==> config.mk <==
export PLATFORM = sky130hd
export DESIGN_NAME = dmem_arbiter_flat
export DESIGN_NICKNAME = d
export VERILOG_FILES = /design/src/rtl/dmem_arb_pkg.sv /design/src/rtl/dmem_arbiter_if.sv /design/src/rtl/dmem_arb_prio.sv /design/src/rtl/dmem_arbiter.sv /design/src/flat_wrapper.sv
export SDC_FILE = /design/constraint.sdc
export NUM_CORES = 1
export LEC_CHECK = 0
export CORE_MARGIN = 5
export CORE_UTILIZATION = 39
export CTS_BUF_LIST = sky130_fd_sc_hd__clkbuf_4 sky130_fd_sc_hd__clkbuf_8
export DETAILED_ROUTE_END_ITERATION = 16
export HOLD_SLACK_MARGIN = 0.02
export PLACE_DENSITY = 0.84
export SLEW_MARGIN = 15
export SYNTH_ARGS = -nofsm -noshare
export SYNTH_HDL_FRONTEND = slang
export SYNTH_HIERARCHICAL = 1
export SYNTH_SLANG_ARGS = --single-unit
==> constraint.sdc <==
create_clock -name clk -period 2.11 [get_ports clk]
set_clock_uncertainty 0.2 [all_clocks]
set_input_delay 0.422 -clock clk [delete_from_list [all_inputs] [get_ports clk]]
set_output_delay 0.422 -clock clk [all_outputs]
set_load 0.01 [all_outputs]
==> src/rtl/dmem_arb_pkg.sv <==
// Shared types and constants for the two-master data-memory arbiter.
package dmem_arb_pkg;
  localparam int DEF_ADDR_W = 5;
  localparam int DEF_DATA_W = 32;

  localparam int MST_CPU = 0;
  localparam int MST_DMA = 1;

  typedef enum logic [1:0] {IDLE, CPU_ACC, DMA_ACC} arb_state_e;
endpackage

==> src/rtl/dmem_arbiter_if.sv <==
// Request/response port of one memory master (cpu or dma) facing the arbiter.
interface dmem_arbiter_if import dmem_arb_pkg::*; #(
  parameter int ADDR_W = DEF_ADDR_W,
  parameter int DATA_W = DEF_DATA_W
);
  logic              req;
  logic              we;
  logic [ADDR_W-1:0] addr;
  logic [DATA_W-1:0] wdata;
  logic [DATA_W-1:0] rdata;
  logic              ack;
  logic              stall;

  modport master (output req, we, addr, wdata, input rdata, ack, stall);
  modport slave  (input req, we, addr, wdata, output rdata, ack, stall);
endinterface

==> src/rtl/dmem_arb_prio.sv <==
// Fixed cpu-first priority with a starvation bound that forces a dma grant.
module dmem_arb_prio import dmem_arb_pkg::*; #(
  parameter int DMA_MAX_WAIT = 4
)(
  input  logic [1:0] req,
  input  logic [1:0] mask,
  input  logic [3:0] wait_cnt,
  output logic [1:0] grant,
  output logic [3:0] wait_nxt
);
  logic [1:0] elig;
  logic       dma_force;

  assign elig      = req & ~mask;
  assign dma_force = elig[MST_DMA] && (wait_cnt == 4'(DMA_MAX_WAIT));

  always_comb begin
    grant    = '0;
    wait_nxt = wait_cnt;
    if (elig[MST_CPU] && !dma_force) grant[MST_CPU] = 1'b1;
    else if (elig[MST_DMA])          grant[MST_DMA] = 1'b1;
    // only a contested cpu win counts against dma
    if (grant[MST_DMA])
      wait_nxt = '0;
    else if (grant[MST_CPU] && elig[MST_DMA] && (wait_cnt < 4'(DMA_MAX_WAIT)))
      wait_nxt = wait_cnt + 4'd1;
  end
endmodule

==> src/rtl/dmem_arbiter.sv <==
// Shares the single-port data memory between the MEM-stage port and the DMA port:
// grant edge, one access cycle, one ack cycle; pipeline stall derived from the ack.
module dmem_arbiter import dmem_arb_pkg::*; #(
  parameter int ADDR_W       = DEF_ADDR_W,
  parameter int DATA_W       = DEF_DATA_W,
  parameter int DMA_MAX_WAIT = 4
)(
  input  logic              clk,
  input  logic              rst_n,
  dmem_arbiter_if.slave     cpu,
  dmem_arbiter_if.slave     dma,
  output logic              mem_wen,
  output logic              mem_readEn,
  output logic [ADDR_W-1:0] mem_addr,
  output logic [DATA_W-1:0] mem_dataIn,
  input  logic [DATA_W-1:0] mem_dataOut
);
  typedef struct packed {
    logic              we;
    logic [ADDR_W-1:0] addr;
    logic [DATA_W-1:0] wdata;
  } cmd_t;

  arb_state_e                  state;
  cmd_t                        cmd;
  logic [1:0]                  req, acc, served, grant;
  logic [3:0]                  wait_cnt, wait_nxt;
  logic [1:0][DATA_W-1:0]      rdata_q;

  assign req = {dma.req, cpu.req};
  assign acc = {state == DMA_ACC, state == CPU_ACC};

  // a master is blind to the arbiter during its access cycle and its ack cycle
  dmem_arb_prio #(.DMA_MAX_WAIT(DMA_MAX_WAIT)) u_prio (
    .req      (req),
    .mask     (acc | served),
    .wait_cnt (wait_cnt),
    .grant    (grant),
    .wait_nxt (wait_nxt)
  );

  always_ff @(posedge clk) begin
    if (!rst_n) begin
      state    <= IDLE;
      cmd      <= '0;
      served   <= '0;
      wait_cnt <= '0;
      rdata_q  <= '0;
    end else begin
      served   <= acc;
      wait_cnt <= wait_nxt;
      for (int m = 0; m < 2; m++)
        if (acc[m] && !cmd.we) rdata_q[m] <= mem_dataOut;
      if (grant[MST_CPU]) begin
        state <= CPU_ACC;
        cmd   <= '{we: cpu.we, addr: cpu.addr, wdata: cpu.wdata};
      end else if (grant[MST_DMA]) begin
        state <= DMA_ACC;
        cmd   <= '{we: dma.we, addr: dma.addr, wdata: dma.wdata};
      end else begin
        state <= IDLE;
      end
    end
  end

  // enables gated by reset so an abandoned access never commits
  assign mem_wen    = rst_n & (|acc) &  cmd.we;
  assign mem_readEn = rst_n & (|acc) & ~cmd.we;
  assign mem_addr   = cmd.addr;
  assign mem_dataIn = cmd.wdata;

  assign cpu.rdata = rdata_q[MST_CPU];
  assign cpu.ack   = served[MST_CPU];
  assign cpu.stall = cpu.req & ~served[MST_CPU];
  assign dma.rdata = rdata_q[MST_DMA];
  assign dma.ack   = served[MST_DMA];
  assign dma.stall = dma.req & ~served[MST_DMA];
endmodule

==> src/flat_wrapper.sv <==
// flat-port wrapper written by rule: the top's interface ports become plain ports
module dmem_arbiter_flat import dmem_arb_pkg::*;
#(
  parameter int ADDR_W       = DEF_ADDR_W,
  parameter int DATA_W       = DEF_DATA_W,
  parameter int DMA_MAX_WAIT = 4
)
  (clk, rst_n, mem_wen, mem_readEn, mem_addr, mem_dataIn, mem_dataOut, cpu_req, cpu_we, cpu_addr, cpu_wdata, cpu_rdata, cpu_ack, cpu_stall, dma_req, dma_we, dma_addr, dma_wdata, dma_rdata, dma_ack, dma_stall);
  dmem_arbiter_if #(.ADDR_W(ADDR_W), .DATA_W(DATA_W)) cpu_i ();
  dmem_arbiter_if #(.ADDR_W(ADDR_W), .DATA_W(DATA_W)) dma_i ();
  input  logic clk;
  input  logic rst_n;
  output logic mem_wen;
  output logic mem_readEn;
  output logic [ADDR_W-1:0] mem_addr;
  output logic [DATA_W-1:0] mem_dataIn;
  input  logic [DATA_W-1:0] mem_dataOut;
  input wire logic [$bits(cpu_i.req)-1:0] cpu_req;
  input wire logic [$bits(cpu_i.we)-1:0] cpu_we;
  input wire logic [$bits(cpu_i.addr)-1:0] cpu_addr;
  input wire logic [$bits(cpu_i.wdata)-1:0] cpu_wdata;
  output wire logic [$bits(cpu_i.rdata)-1:0] cpu_rdata;
  output wire logic [$bits(cpu_i.ack)-1:0] cpu_ack;
  output wire logic [$bits(cpu_i.stall)-1:0] cpu_stall;
  input wire logic [$bits(dma_i.req)-1:0] dma_req;
  input wire logic [$bits(dma_i.we)-1:0] dma_we;
  input wire logic [$bits(dma_i.addr)-1:0] dma_addr;
  input wire logic [$bits(dma_i.wdata)-1:0] dma_wdata;
  output wire logic [$bits(dma_i.rdata)-1:0] dma_rdata;
  output wire logic [$bits(dma_i.ack)-1:0] dma_ack;
  output wire logic [$bits(dma_i.stall)-1:0] dma_stall;
  assign cpu_i.req = cpu_req;
  assign cpu_i.we = cpu_we;
  assign cpu_i.addr = cpu_addr;
  assign cpu_i.wdata = cpu_wdata;
  assign cpu_rdata = cpu_i.rdata;
  assign cpu_ack = cpu_i.ack;
  assign cpu_stall = cpu_i.stall;
  assign dma_i.req = dma_req;
  assign dma_i.we = dma_we;
  assign dma_i.addr = dma_addr;
  assign dma_i.wdata = dma_wdata;
  assign dma_rdata = dma_i.rdata;
  assign dma_ack = dma_i.ack;
  assign dma_stall = dma_i.stall;
  dmem_arbiter #(.ADDR_W(ADDR_W), .DATA_W(DATA_W), .DMA_MAX_WAIT(DMA_MAX_WAIT)) u_core (.clk(clk), .rst_n(rst_n), .cpu(cpu_i), .dma(dma_i), .mem_wen(mem_wen), .mem_readEn(mem_readEn), .mem_addr(mem_addr), .mem_dataIn(mem_dataIn), .mem_dataOut(mem_dataOut));
endmodule
Word-level counts from Yosys, hierarchy flattened
Index checks and enable logic that the tools add are counted.
- latch bits: 0
- memories: 0
- register bits after elaboration: 110
- bits in writable memories: 0
- memory bits (read-only): 0
- input port bits: 112
- $lt $le $gt $ge: 1
- multiply operators: 0
- $add $sub $neg: 1
- shift operators: 0
- eq/ne operators: 3
- div/mod/pow operators: 0
- bitwise gates (word level): 12
- muxes and demuxes: 7
- reductions and logical operators: 12
- operators by type and width (cell ; number):
    38-bit two-way mux ; 2
    1-bit logical AND ; 6
    2-bit OR reduction ; 3
    1-bit bitwise AND ; 5
    4-bit by 1-bit adder with 4-bit output (second input constant) ; 1
    4-bit by 3-bit equality test with 1-bit output (second input constant) ; 1
    4-bit by 3-bit < comparator with 1-bit output (second input constant) ; 1
    1-bit two-way mux ; 4
    1-bit NOT ; 4
    2-bit bitwise AND ; 1
    2-bit by 1-bit equality test with 1-bit output (second input constant) ; 1
    2-bit equality test (second input constant) ; 1
    1-bit zero test ; 2
    2-bit two-way mux ; 1
    2-bit NOT ; 1
    2-bit OR ; 1
    2-bit nonzero test ; 1

Logic depth before layout (Yosys ltp)
Gate-level depths: netlist (run 1).
- depth after elaboration: 10
- gate-level depth with buffers: 11
- mapped depth without buffers: 8

By module
Netlist (run 1), hierarchy kept.
- by module, submodules not included (module ; area an instance (um^2) ; cells an instance ; seq. area each (um^2) ; times used):
    dmem_arbiter ; 4600.7 ; 515 ; 2202.1 ; 1
    dmem_arb_prio ; 157.7 ; 23 ; 0.0 ; 1

Least setup slack after synthesis (run 1)
No wires, ideal clock.
- kind: flip-flop to flip-flop
- start point: reg u_core.state[0]
- end point: reg u_core.cmd (netlist bit u_core/mem_dataIn[10])
- cell stages (with the launch flop): 11
- clock period less this slack: 2.144 ns
- slack: -0.034 ns
- arrival time: 1.823 ns
- required time: 1.788 ns
- cell sequence: dfxtp_1 > inv_1 > ha_1 > or2_2 > or2b_1 > nor2_1 > buf_4 > buf_6 > buf_12 > mux2i_1 > a21oi_1
- cells in the longest elaborated chain, start to end: 9
- elaborated cells between the ends (all ways): 13
- RTL lines (element ; line ; text):
    start: declaration ; dmem_arbiter.sv:24 ; arb_state_e state;
    start signal: assignment ; dmem_arbiter.sv:44 ; state <= IDLE;
    start signal: assignment ; dmem_arbiter.sv:55 ; state <= CPU_ACC;
    start signal: assignment ; dmem_arbiter.sv:58 ; state <= DMA_ACC;
    2-bit equality test (*) ; dmem_arbiter.sv:31 ; assign acc = {state == DMA_ACC, state == CPU_ACC};
    via u_core.acc[1] ; dmem_arbiter.sv:26 ; logic [1:0] req, acc, served, grant;
    2-bit OR (*) ; dmem_arbiter.sv:36 ; .mask (acc | served),
    2-bit NOT (*) ; dmem_arb_prio.sv:14 ; assign elig = req & ~mask;
    2-bit bitwise AND (*) ; dmem_arb_prio.sv:14 ;
    1-bit logical AND ; dmem_arb_prio.sv:15 ; assign dma_force = elig[MST_DMA] && (wait_cnt == 4'(DMA_MAX_WAIT));
    1-bit zero test ; dmem_arb_prio.sv:20 ; if (elig[MST_CPU] && !dma_force) grant[MST_CPU] = 1'b1;
    1-bit logical AND ; dmem_arb_prio.sv:20 ;
    1-bit two-way mux (*) ; dmem_arb_prio.sv:20 ;
    via u_core.grant[1] ; dmem_arbiter.sv:26 ;
    2-bit nonzero test (no line) (*) ; - ;
    end signal: assignment ; dmem_arbiter.sv:56 ; cmd <= '{we: cpu.we, addr: cpu.addr, wdata: cpu.wdata};
    end signal: assignment ; dmem_arbiter.sv:59 ; cmd <= '{we: dma.we, addr: dma.addr, wdata: dma.wdata};
    end: declaration ; dmem_arbiter.sv:25 ; cmd_t cmd;
The timed path passes the listed nets; every way through them passes the cells marked *.
A chain may end at the register's enable or synchronous reset.

Worst setup path in the final report (run 1)
- start point: reg u_core.state[0]
- end point: reg u_core.cmd (netlist bit u_core/mem_dataIn[19])
Same word-level chain as after synthesis.

==> results of run 1 <==
## state kept, by name, indices dropped and copies added, names as in the netlist
name	flops
u_core/cpu.rdata	32
u_core/mem_dataIn	32
u_core/wait_cnt	4
u_core/state	2
u_core/mem_addr	5
u_core/dma.rdata	32
u_core/served	2
u_core/cmd	1
## power by group
part | switching [mW] | internal [mW] | leakage, nW
logic | 0.454 | 0.658 | 1.70
clock network | 0.789 | 0.580 | 0.105
registers | 0.0717 | 2.20 | 0.901
total | 1.32 | 3.44 | 2.70
## final cells by class
| cell class | instances | area, µm² |
|---|---|---|
| sequential | 110 | 2200 |
| multi-input combinational | 347 | 2140 |
| timing repair buffer | 248 | 2580 |
| clock inverter | 7 | 86.3 |
| tap | 147 | 184 |
| inverter | 5 | 20.0 |
| clock buffer | 9 | 124 |
| fill | 1008 | 4620 |
## worst register-to-register path, delay by kind of cell (launching register included)
kind                     cells  cell delay, ns
flip-flops                   1            0.35
AO/OA/AOI/OAI                1            0.09
buffers and inverters        4            0.42
multiplexers                 1            0.18
AND/OR/NAND/NOR              3            0.68
adder cells (fa/ha/maj)      1            0.15
## layer usage
metal	global-route usage (%)	routed length, µm	up-vias
li1	-	-	2117
met1	21.0	5660	2032
met2	35.6	7370	164
met3	6.13	1200	19
met4	6.80	296	0
met5	0	0	-
## repair_timing
| item | CTS | global route |
|---|---|---|
| pin swaps | 6 | 27 |
| gates resized for setup | 36 | 26 |
| gates cloned | 5 | 0 |
| buffers inserted | 5 | 5 |
| setup endpoints to repair | 43 | 39 |
## worst max-delay path by stage
stage,slack [ns],depth (start not counted),endpoint,from
CTS,-0.06,9,u_core/mem_dataIn[8],u_core/state[0]
detailed placement,-0.18,7,u_core/mem_dataIn[3],dma_req
floorplan,0.002,11,u_core/mem_dataIn[10],u_core/state[1]
finish,-0.04,10,u_core/mem_dataIn[19],u_core/state[0]
global route,-0.17,10,u_core/mem_dataIn[27],u_core/state[0]
global placement,-0.16,7,u_core/mem_addr[4],dma_req
## placed cells by master, fill, tap and decap left out, drive strengths merged
cell type      instances
a21boi                65
a21oi                 39
a221o                  1
a22o                   1
a31oi                  3
and2                   7
and3                   2
and3b                  1
buf                   32
bufinv                 1
clkbuf                10
clkdlybuf4s50        213
clkinv                 1
clkinvlp               1
dfxtp                110
dlygate4sd2            2
ha                     4
inv                    9
mux2i                 38
nand2                128
nand2b                 3
nor2                   2
nor2b                  8
nor3b                  1
o211a                  1
o21ai                 40
or2                    2
or2b                   1
## kinds of logic (layout without fill, tap and decap cells)
kind of cell	count (synthesis)	in the layout	synth area share, %
simple gates	155	155	13.8
buf+inv	81	269	11.3
compound gates	150	150	19.6
fa+ha+maj	4	4	1.05
mux	38	38	7.99
flops	110	110	46.3
==> results.md, run 1 <==
- The clock latency reported for the late side of the worst-skew pair is 0.37 ns.
- The post-detailed-route DRC marker count is 0.
- The routed via count divided by cell count is 4.96.
- The final layout contains 837 nets.
- After detailed placement, the design holds a cell count of 846.
- Each instance of the synthesized netlist takes up on average 8.84 µm².
- After layout, the worst setup slack is -0.0434 ns.
- The area after detailed placement is 6810 µm².
- The actual transition at the worst max-transition pin is 0.823 ns.
- The slowest cell on the critical path is sky130_fd_sc_hd__dfxtp_2.
- IR analysis of the VDD net gives a maximum drop of 0.305 mV.
- In this design, the stage delay of the slowest critical-path cell is 0.35 ns.
- The floorplan has 40 rows.
- Global routing finished with a remaining overflow of 0.
- The number of global-route vias before repair came to 4,569.
- Power spread over the standard cell area amounts to 648 nW/µm².
- Excluding fillers, the count of instances in the completed layout stands at 873.
- For this run, the top clock speed supported by timing is 464 MHz.
- The worst hold path belongs to the class flip-flop to flip-flop.
- Cells with a size suffix above 1 make up 10.2% of the layout.
- The boundary pin count is 219.
- 0 antenna diodes ended up in the layout.
- In this run, post-CTS hold repair placed 0 buffers.
- The worst pin sits at a relative slew slack of 45.1%.
- For this run, the detailed router's first-pass iteration total came to 4.
- The total area inside the core boundary comes to 12,000 µm².
- The number of buffers added by the clock tree synthesis step is 9.
- The checks that failed: negative setup slack.
- The share of the core filled with cells in the final layout is 61.3%.
- The post-synthesis net count is 654.
- The worst register-to-register path ends at u_core/mem_dataIn[19].
- The worst hold path terminates at u_core/cpu.rdata[10].
- The count of yosys warnings during synthesis is 6.
- The number of cells on the worst reg-to-reg path is 10.
- Once the floorplan was initialized, standard cells occupied 39.8% of the core.
- For this design the static power due to leakage is 2.70 nW.
- The final total negative setup slack is -0.183 ns.
- Counting distinct cell types in the post-synthesis netlist gives 30.
- The synthesized design contains 110 register bits.
- The endpoint arrival time on the critical path is 2.23 ns.
- Sequential cells were found to cover 46.3% of the synthesized design area.
- The final instance area is 7340 µm².
- The final-report max-slew violation count came to 0.
- Setup repair after global routing could not meet its margin everywhere.
- Measured along the x axis, the die boundary spans 120 µm.
- After synthesis the cells add up to 4760 µm².
- Prior to clock tree synthesis, the placed netlist has a worst setup slack of -0.181 ns.
- The vertical die dimension is 120 µm.
- The clock transition at the registers of the reported paths is 0.11 ns.
- Yosys attributes the largest share of cell area to sky130_fd_sc_hd__dfxtp_1, sky130_fd_sc_hd__nand2_1, sky130_fd_sc_hd__a21boi_1.
- The tool flagged a number of max-cap violations equal to 0.
- The total number of clock tree sinks is 110.
- The layout overhead on the synthesized area is 54.2%.
- The number of standard cells after synthesis is 538.
- In this design, the critical path's most frequently occurring cell is sky130_fd_sc_hd__buf_12.
- sky130_fd_sc_hd__dfxtp_1 takes more of the synthesized area than any other cell.
- The startpoint identified for the worst hold timing path is u_core/cpu.rdata[10].
- The clock period minus final worst setup slack is 2.15 ns.
- The signal on the critical path passes through inv_2 -> ha_4 -> or2_4 -> or2b_1 -> nor2_4 -> buf_12 -> buf_12 -> buf_16 -> mux2i_1 -> a21oi_1.
- The detail route stage leaves a number of antenna-violating nets equal to 0.
- On the final layout, the worst hold slack is 0.261 ns.
- The critical path class is flip-flop to flip-flop.
- The first routing iteration left 248 violations.
- The number of buffers and inverters on the critical path is 4.
- The routed length per instance is 16.6 µm.
- The type of origin of the critical path is a flip-flop.
- Counting instances in the post-synthesis netlist gives the leading cell types as sky130_fd_sc_hd__nand2_1, sky130_fd_sc_hd__dfxtp_1, sky130_fd_sc_hd__a21boi_1.
- Counting along the longest clock path gives a buffer depth of 2.
- Across all register-to-register paths, the minimum setup slack is -0.04 ns.
- The placer congestion estimate is 0.787.
- The detailed-placement wirelength estimate is 10,400 µm.
- For this block, the via count after detailed routing is 4,332.
- The floorplan step defined a die boundary enclosing 14,500 µm².
- The count of endpoints failing hold in the final timing report came to 0.
- The tree is rooted in a sky130_fd_sc_hd__clkbuf_8.
- The most common cell in the synthesized netlist is sky130_fd_sc_hd__nand2_1.
- For this run, the leading register cell type out of synthesis is sky130_fd_sc_hd__dfxtp_1.
- In this run the tool buffered the top-level ports with 218 buffer cells.
- The TritonCTS clock tree is done.
- The total power consumption of the routed design is 4.75 mW.
- Entering global routing, the biggest net connects 101 pins.
- The post-detailed-routing wire length is 14,500 µm.
- The number of cells on the worst hold path is 2.
- On the critical path the largest part of the delay comes from simple AND/OR/NAND/NOR gates.
- The fraction of the cycle the final worst path needs is 102%.
- The launching point of the worst reg2reg path is u_core/state[0].
- The level count of the clock H-tree is 3.
- The number of enable-type register cells in the synthesized netlist is 0.
- The number of setup violations in the final report is 7.
- The worst setup path is captured at a flip-flop.
- The flow ran to the end, but the final reports show violations.
- The async set-or-reset flop fraction in the synthesized netlist is 0%.
- Data on the critical path is required at its endpoint by 2.19 ns.
- The global-route wire length before repair is 22,700 µm.
- The share of synthesized area in the top cell type comes to 46.3%.
- The number of antenna violations at the first check in global routing is 0.
- In this run the worst path has a maximum fanout of 4.
- The overall global routing resource usage is 19.4%.
No activity file was read; power rests on OpenSTA's default activity.
==> run 2: changes to the inputs <==
--- a/config.mk
+++ b/config.mk
@@ -7,7 +7,7 @@
 export LEC_CHECK = 0
 export CORE_MARGIN = 5
 export CORE_UTILIZATION = 39
-export CTS_BUF_LIST = sky130_fd_sc_hd__clkbuf_4 sky130_fd_sc_hd__clkbuf_8
+export CTS_BUF_LIST = sky130_fd_sc_hd__clkbuf_4
 export DETAILED_ROUTE_END_ITERATION = 16
 export HOLD_SLACK_MARGIN = 0.02
 export PLACE_DENSITY = 0.84
==> constraint.sdc (replaced) <==
create_clock -name clk -period 2.11 [get_ports clk]
set_clock_uncertainty 0.2 [all_clocks]
set_input_delay 0.422 -clock clk [delete_from_list [all_inputs] [get_ports clk]]
set_output_delay 0.422 -clock clk [all_outputs]
set_load 0.005 [all_outputs]
==> run 2 against run 1 <==
Compared with the run above: the run still ends with negative setup slack left; die area is the same; global-route usage grew 0.085 points; first-iteration DRC count shrank 12%; core utilization shrank 0.20 points; non-clock buffer count grew 6; critical endpoint is now u_core/mem_dataIn[15]; largest power group unchanged.
==> results.md, run 2 (synthesis results as in run 1) <==
- Setup violations remaining at the end of the flow were counted as 29.
- Final hold analysis gives a worst-case slack of 0.220 ns.
- The kind of path behind the tightest hold check is input port to flip-flop.
- The area used by multi-input combinational logic is 2130 µm².
- The area after detailed placement is 6820 µm².
- The count of endpoints failing hold in the final timing report was 0.
- The number of clock buffers added by TritonCTS is 9.
- The top cell types in the final layout, fill and taps aside, are sky130_fd_sc_hd__clkdlybuf4s50_1, sky130_fd_sc_hd__nand2_1, sky130_fd_sc_hd__dfxtp_1.
- The nature of the critical path endpoint is a flip-flop.
- The number of port buffers is 218.
- The die covers 14,500 µm².
- The worst register-to-register path ends at u_core/mem_dataIn[15].
- After legalization and detailed placement, the total HPWL measured 10,700 µm.
- The required time of the critical path is 2.28 ns.
- In this run the power spent charging and discharging nets is 1.23 mW.
- The boundary pin count is 219.
- The fraction of the cycle the final worst path needs is 105%.
- From synthesis to final layout, the design area changed by 53.7%.
- The flow ran to the end, but the final reports show violations.
- The static leakage is 2.71 nW.
- Entering global routing, the biggest net connects 94 pins.
- The part of the power in combinational logic is 24.8%.
- Leaving out fill and tap cells, the most frequent cell in the layout is sky130_fd_sc_hd__clkdlybuf4s50_1.
- The layout has 956 filler cells.
- For the finished layout, the period the worst path requires is 2.21 ns.
- The launching instance or port of the critical path is u_core/state[0].
- Summing all flip-flop and latch instances after layout gives 2210 µm².
- The total power divided by cell area is 596 nW/µm².
- The overall global routing resource usage is 19.5%.
- At the placement stage, the worst setup path has a slack of -0.312 ns.
- The endpoint arrival time on the critical path is 2.38 ns.
- The number of global-route vias before repair is 4,605.
- In this run switching power makes up 28.2% of total power.
- The wire length on met3 is 1130 µm.
- The placer congestion estimate is 0.809.
- After detailed routing, the number of remaining DRC violations is 0.
- The actual transition at the worst max-transition pin is 0.758 ns.
- TritonCTS built the clock tree.
- In this run the number of H-tree levels came out at 3.
- The number of non-filler instances in the completed layout is 879.
- After routing the design area is 7310 µm².
- Max-cap violations in this run came to 0.
- The number of antenna repair diodes is 0.
- No sink is reached through more buffers than the 2 on the longest clock path.
- The worst-case IR drop observed on VDD is 0.555 mV.
- The number of antenna violations at the first check in global routing came to 0.
- The detail route stage leaves a number of antenna-violating nets equal to 0.
- For this configuration, the core starts out at a cell density of 39.8%.
- The critical path class is flip-flop to flip-flop.
- The first global-routing pass estimated 22,800 µm of wire.
- Setup repair after global routing could not meet its margin everywhere.
- The detailed router placed 4,398 vias in this run.
- The launch instance of the worst min-delay path is rst_n.
- The total number of clock tree sinks is 110.
- The largest driver fanout on the critical path is 6.
- Clock-pin slew was measured on the worst setup and hold paths at 0.18 ns.
- The sequential fraction of design power is 52.4%.
- The register-to-register setup slack is -0.10 ns.
- The depth of the most critical reg-to-reg path is 9.
- The worst register-to-register path begins at u_core/state[0].
- The detailed router used layers up to and including met4.
- The clock network fraction of design power is 22.8%.
- The clock latency reported for the late side of the worst-skew pair is 0.46 ns.
- The post-detailed-routing wire length is 15,200 µm.
- The checks that failed: negative setup slack.
- The path with the worst hold slack has its endpoint at u_core/cpu.rdata[22].
- The core region is 12,000 µm².
- The worst setup path is launched from a flip-flop.
- Dividing the detail-routed via count by the number of cells gives 5.00.
- Buffers inserted to repair hold after CTS numbered 0.
- Counting instances, the worst hold path has a depth of 3.
- The number of instances in the placed design is 848.
- The share of post-route cells with drive strength above 1 is 11.5%.
- The number of DRC markers after the initial detailed-route iteration is 219.
- The final layout contains 843 nets.
- The routed length per instance is 17.3 µm.
- The tightest slew margin relative to the limit is 49.5%.
- For this block, wires on met1 add up to 5850 µm.
- The die is 120 µm tall.
- The floorplan step set the die width to 120 µm.
- In the post-route analysis, the smallest setup slack over all paths is -0.101 ns.
- The detailed route wirelength on metal2 is 7940 µm.
- The first detailed-routing pass took 4 iterations.
- The design draws 4.36 mW.
- The number of rows created at floorplan is 40.
- In this run the clock root is driven by a sky130_fd_sc_hd__clkbuf_4.
- The remaining global-route overflow is 0.
- The final-report max-slew violation count came to 0.
- The achievable frequency is 452 MHz.
- Internal power comes to 3.13 mW.
-- run 2: cell count changes in the layout (fill, tap and decap cells not counted), sizes merged --
| cell | previous run | this run |
|---|---|---|
| buf | 32 | 36 |
| bufinv | 1 | 0 |
| dlygate4sd2 | 2 | 3 |
| clkinv | 1 | 6 |
| clkdlybuf4s50 | 213 | 212 |
| clkbuf | 10 | 12 |
| inv | 9 | 6 |
| clkinvlp | 1 | 0 |
-- run 2: worst max-delay path: stages, from the launching register on --
cell	delay [ns]
sky130_fd_sc_hd__dfxtp_2	0.38
sky130_fd_sc_hd__inv_2	0.05
sky130_fd_sc_hd__ha_4	0.15
sky130_fd_sc_hd__or2_4	0.23
sky130_fd_sc_hd__or2b_1	0.27
sky130_fd_sc_hd__nor2_4	0.22
sky130_fd_sc_hd__buf_12	0.17
sky130_fd_sc_hd__buf_12	0.14
sky130_fd_sc_hd__mux2i_4	0.24
sky130_fd_sc_hd__a21oi_2	0.08
-- run 2: layer usage --
metal / vias to the layer above / GRT usage [%]
met3: 25 / 6.13
met5: - / 0
li1: 2139 / -
met1: 2078 / 20.7
met4: 0 / 6.94
met2: 156 / 36.3
-- run 2: worst max path at each step --
stage / to / slack (ns)
3_3_place_gp: u_core/mem_dataIn[6] / -0.13
5_1_grt: u_core/mem_dataIn[28] / -0.12
6_report: u_core/mem_dataIn[15] / -0.10
2_1_floorplan: u_core/mem_dataIn[10] / 0.002
4_1_cts: u_core/mem_dataIn[22] / -0.06
3_5_place_dp: u_core/mem_dataIn[15] / -0.31
-- run 2: layout make-up --
cell class / instances / share of cell area [%]
well taps: 147 / 2.51
flip-flops and latches: 110 / 30.3
clock inverters: 7 / 0.770
inverters: 5 / 0.274
clock buffers: 9 / 0.924
repair buffers: 254 / 36.2
multi-input cells: 347 / 29.1
-- run 2: power groups by stage --
stage                     Clock [mW]  Combinational, mW  Sequential [mW]
final                          0.994               1.08             2.28
after global routing            1.12               1.16             2.30
after CTS                       1.03               1.03             2.28
after detailed placement           0              0.944             2.32
after global placement             0              0.918             2.32
after floorplan                    0              0.472             2.31
-- run 2: through the flow --
step	utilization, %	setup TNS (ns)
after floorplan	-	0
after global placement	57.0	-3.50
after detailed placement	57.0	-5.11
after CTS	60.1	-0.911
after global routing	61.1	-3.41
final	61.1	-1.54
-- run 2: repair_timing --
action                     in CTS  in global routing
cloned                          3                  4
gates resized for setup        38                 13
setup endpoints to repair      43                 41
pin swaps                      11                 23
setup buffers                   6                  3
==> run 3: changes to the inputs <==
==> constraint.sdc (replaced) <==
create_clock -name clk -period 2.11 [get_ports clk]
set_clock_uncertainty 0.2 [all_clocks]
set_input_delay 0.5275 -clock clk [delete_from_list [all_inputs] [get_ports clk]]
set_output_delay 0.5275 -clock clk [all_outputs]
set_load 0.005 [all_outputs]
==> run 3 against run 2 <==
Compared with the run above: the flow still finishes with violations (negative setup slack); sequential power hardly changed; sequential share of layout area is 0.11 points lower; clock power is 2.4% lower; first-iteration DRC count is 15% higher; critical path type unchanged; highest routed layer unchanged.
==> results.md, run 3 (synthesis results as in run 1) <==
- The detail route stage leaves a number of antenna-violating nets equal to 0.
- The worst hold slack across all endpoints is 0.264 ns.
- The clock tree root buffer cell is sky130_fd_sc_hd__clkbuf_4.
- The critical path starts at u_core/state[1].
- The static leakage is 3.41 nW.
- Max-cap violations in this run came to 0.
- The number of setup violations in the final report is 33.
- The die is 120 µm tall.
- The launch instance of the worst min-delay path is u_core/cpu.rdata[22].
- For the worst setup path, the data arrival time is 2.40 ns.
- The routed design could run at a clock period as short as 2.26 ns.
- Along the worst path, the maximum fanout reaches 18.
- On the worst path, the slowest cell contributes a delay of 0.37 ns.
- The maximum clock path buffer count is 2.
- The total power divided by cell area is 574 nW/µm².
- The filler cells instantiated in the layout total 935.
- The number of rows created at floorplan is 40.
- The nature of the critical path endpoint is a flip-flop.
- Power comes to 4.39 mW.
- After clock tree synthesis, the flow added hold-fix buffers numbering 0.
- The share of the core filled with cells in the final layout is 64.0%.
- The final instance area is 7650 µm².
- The tightest slew margin relative to the limit is 53.3%.
- The number of global-route vias before repair is 4,565.
- Counting every sink on the clock net gives 110.
- In the layout the commonest cells are sky130_fd_sc_hd__clkdlybuf4s50_1, sky130_fd_sc_hd__nand2_1, sky130_fd_sc_hd__dfxtp_2.
- Clock-pin slew was measured on the worst setup and hold paths at 0.17 ns.
- After the last flow step, the layout net total stands at 859.
- During I/O placement, the number of pins put on the boundary was 219.
- In the final routed layout, each cell accounts on average for 17.4 µm.
- The critical path class is flip-flop to flip-flop.
- After layout, the worst path uses 107% of the clock period.
- The number of buffers added by the clock tree synthesis step is 9.
- The number of antenna repair diodes is 0.
- The worst voltage drop across the vdd grid is 0.263 mV.
- The detailed-placement wirelength estimate is 10,700 µm.
- The count of endpoints failing hold in the final timing report is 0.
- For hold timing, the worst endpoint is u_core/cpu.rdata[22].
- The capture point of the worst reg-to-reg path is u_core/mem_dataIn[7].
- The number of non-filler instances in the completed layout is 894.
- Entering global routing, the biggest net connects 84 pins.
- The number of antenna violations at the first check in global routing came to 0.
- For this configuration, the core starts out at a cell density of 39.8%.
- The first-pass iteration count of the detailed router is 4.
- The post-detailed-route DRC marker count is 0.
- For the worst flop-to-flop path, the logic depth is 10.
- The final-report max-slew violation count is 0.
- The achievable frequency is 443 MHz.
- OpenSTA, run right after detailed placement, puts the worst setup slack at -0.355 ns.
- The slowest cell on the critical path is sky130_fd_sc_hd__dfxtp_2.
- Setup repair after global routing could not meet its margin everywhere.
- The horizontal die dimension is 120 µm.
- The number of instances in the placed design is 850.
- The area after detailed placement is 6840 µm².
- At the later pin of the worst-skew pair, clock insertion delay measures 0.44 ns.
- The number of port buffers is 218.
- TritonCTS built the clock tree.
- The floorplan step defined a die boundary enclosing 14,500 µm².
- Compared with the post-synthesis result, the final layout area differs by 60.8%.
- The register-to-register setup slack is -0.15 ns.
- The level count of the clock H-tree is 3.
- The total number of vias is 4,465.
- The overall global routing resource usage is 19.7%.
- In this run, the number of DRC markers left after iteration 0 of detailed routing was 252.
- The flow ran to the end, but the final reports show violations.
- In this run the worst hold path is classified as flip-flop to flip-flop.
- The area of the placeable core is 12,000 µm².
- The share of post-route cells with drive strength above 1 is 24.9%.
- The routed via count divided by cell count is 4.99.
- In this run the critical register-to-register path is launched from u_core/state[1].
- The leading cell type in the layout, fill and taps excluded is sky130_fd_sc_hd__clkdlybuf4s50_1.
- The number of cells on the worst hold path is 2.
- The actual transition at the worst max-transition pin is 0.701 ns.
- The worst setup path is launched from a flip-flop.
- Wires add up to 15,600 µm.
- Walking the worst path, the cells encountered are inv_1 -> ha_2 -> or2_4 -> nand2b_4 -> buf_4 -> a31oi_4 -> clkinv_4 -> buf_12 -> o21ai_0 -> a21oi_1.
- The global-route wire length before repair is 23,100 µm.
- The required time of the critical path is 2.25 ns.
- The placer congestion estimate is 0.812.
- The checks that failed: negative setup slack.
- Setup total negative slack on the finished layout was measured at -1.83 ns.
- The slack of the critical path is -0.149 ns.
- For this run the aggregate overflow at the end of global routing stands at 0.
==> run 3: cell types whose count changed in the layout (fill, tap and decap cells not counted), sizes merged <==
| cell | before | now |
|---|---|---|
| buf | 36 | 52 |
| clkinv | 6 | 2 |
| dlygate4sd2 | 3 | 9 |
| clkbuf | 12 | 13 |
| clkinvlp | 0 | 2 |
| dlymetal6s2s | 0 | 34 |
| clkdlybuf4s15 | 0 | 1 |
| clkdlybuf4s50 | 212 | 171 |
==> run 3: area by class of cell <==
class	count	area, µm²	area share [%]
tap	147	184	2.40
timing repair buffer	270	2830	37.0
clock buffer	10	75.1	0.981
sequential	110	2310	30.2
multi-input combinational	347	2180	28.5
clock inverter	5	43.8	0.572
inverter	5	23.8	0.311
==> run 3: critical path, delay by kind of cell, from the launching register on <==
kind,cells,cell delay [ns]
compound gates,3,0.57
buf+inv,4,0.46
simple gates,2,0.40
flops,1,0.37
fa+ha+maj,1,0.16
==> run 3: worst max-delay path by stage <==
stage,to,slack [ns],depth (start not counted)
2_1_floorplan,u_core/mem_dataIn[10],0.002,11
3_3_place_gp,dma_stall,-0.29,3
3_5_place_dp,u_core/mem_dataIn[15],-0.36,7
4_1_cts,mem_wen,-0.14,4
5_1_grt,u_core/mem_dataIn[18],-0.24,9
6_report,u_core/mem_dataIn[7],-0.15,10
==> run 3: layer usage <==
layer,up-vias,part of all wire [%],track usage [%]
met5,-,0,0
met4,0,3.8,8.14
met3,41,8.2,6.31
met2,176,51,35.3
met1,2087,37,21.2
li1,2161,-,-
==> run 3: what timing repair did <==
action | in CTS | in global routing
cloned | 3 | 4
buffers inserted | 4 | 22
endpoints found under the setup margin | 67 | 122
pin swaps | 11 | 25
resized for setup | 58 | 146
==> run 3: power by group <==
part	total [mW]	switching (mW)	internal [mW]	leakage, nW
Sequential	2.29	0.0712	2.22	0.935
Combinational	1.13	0.443	0.689	2.41
Clock	0.970	0.705	0.265	0.0610
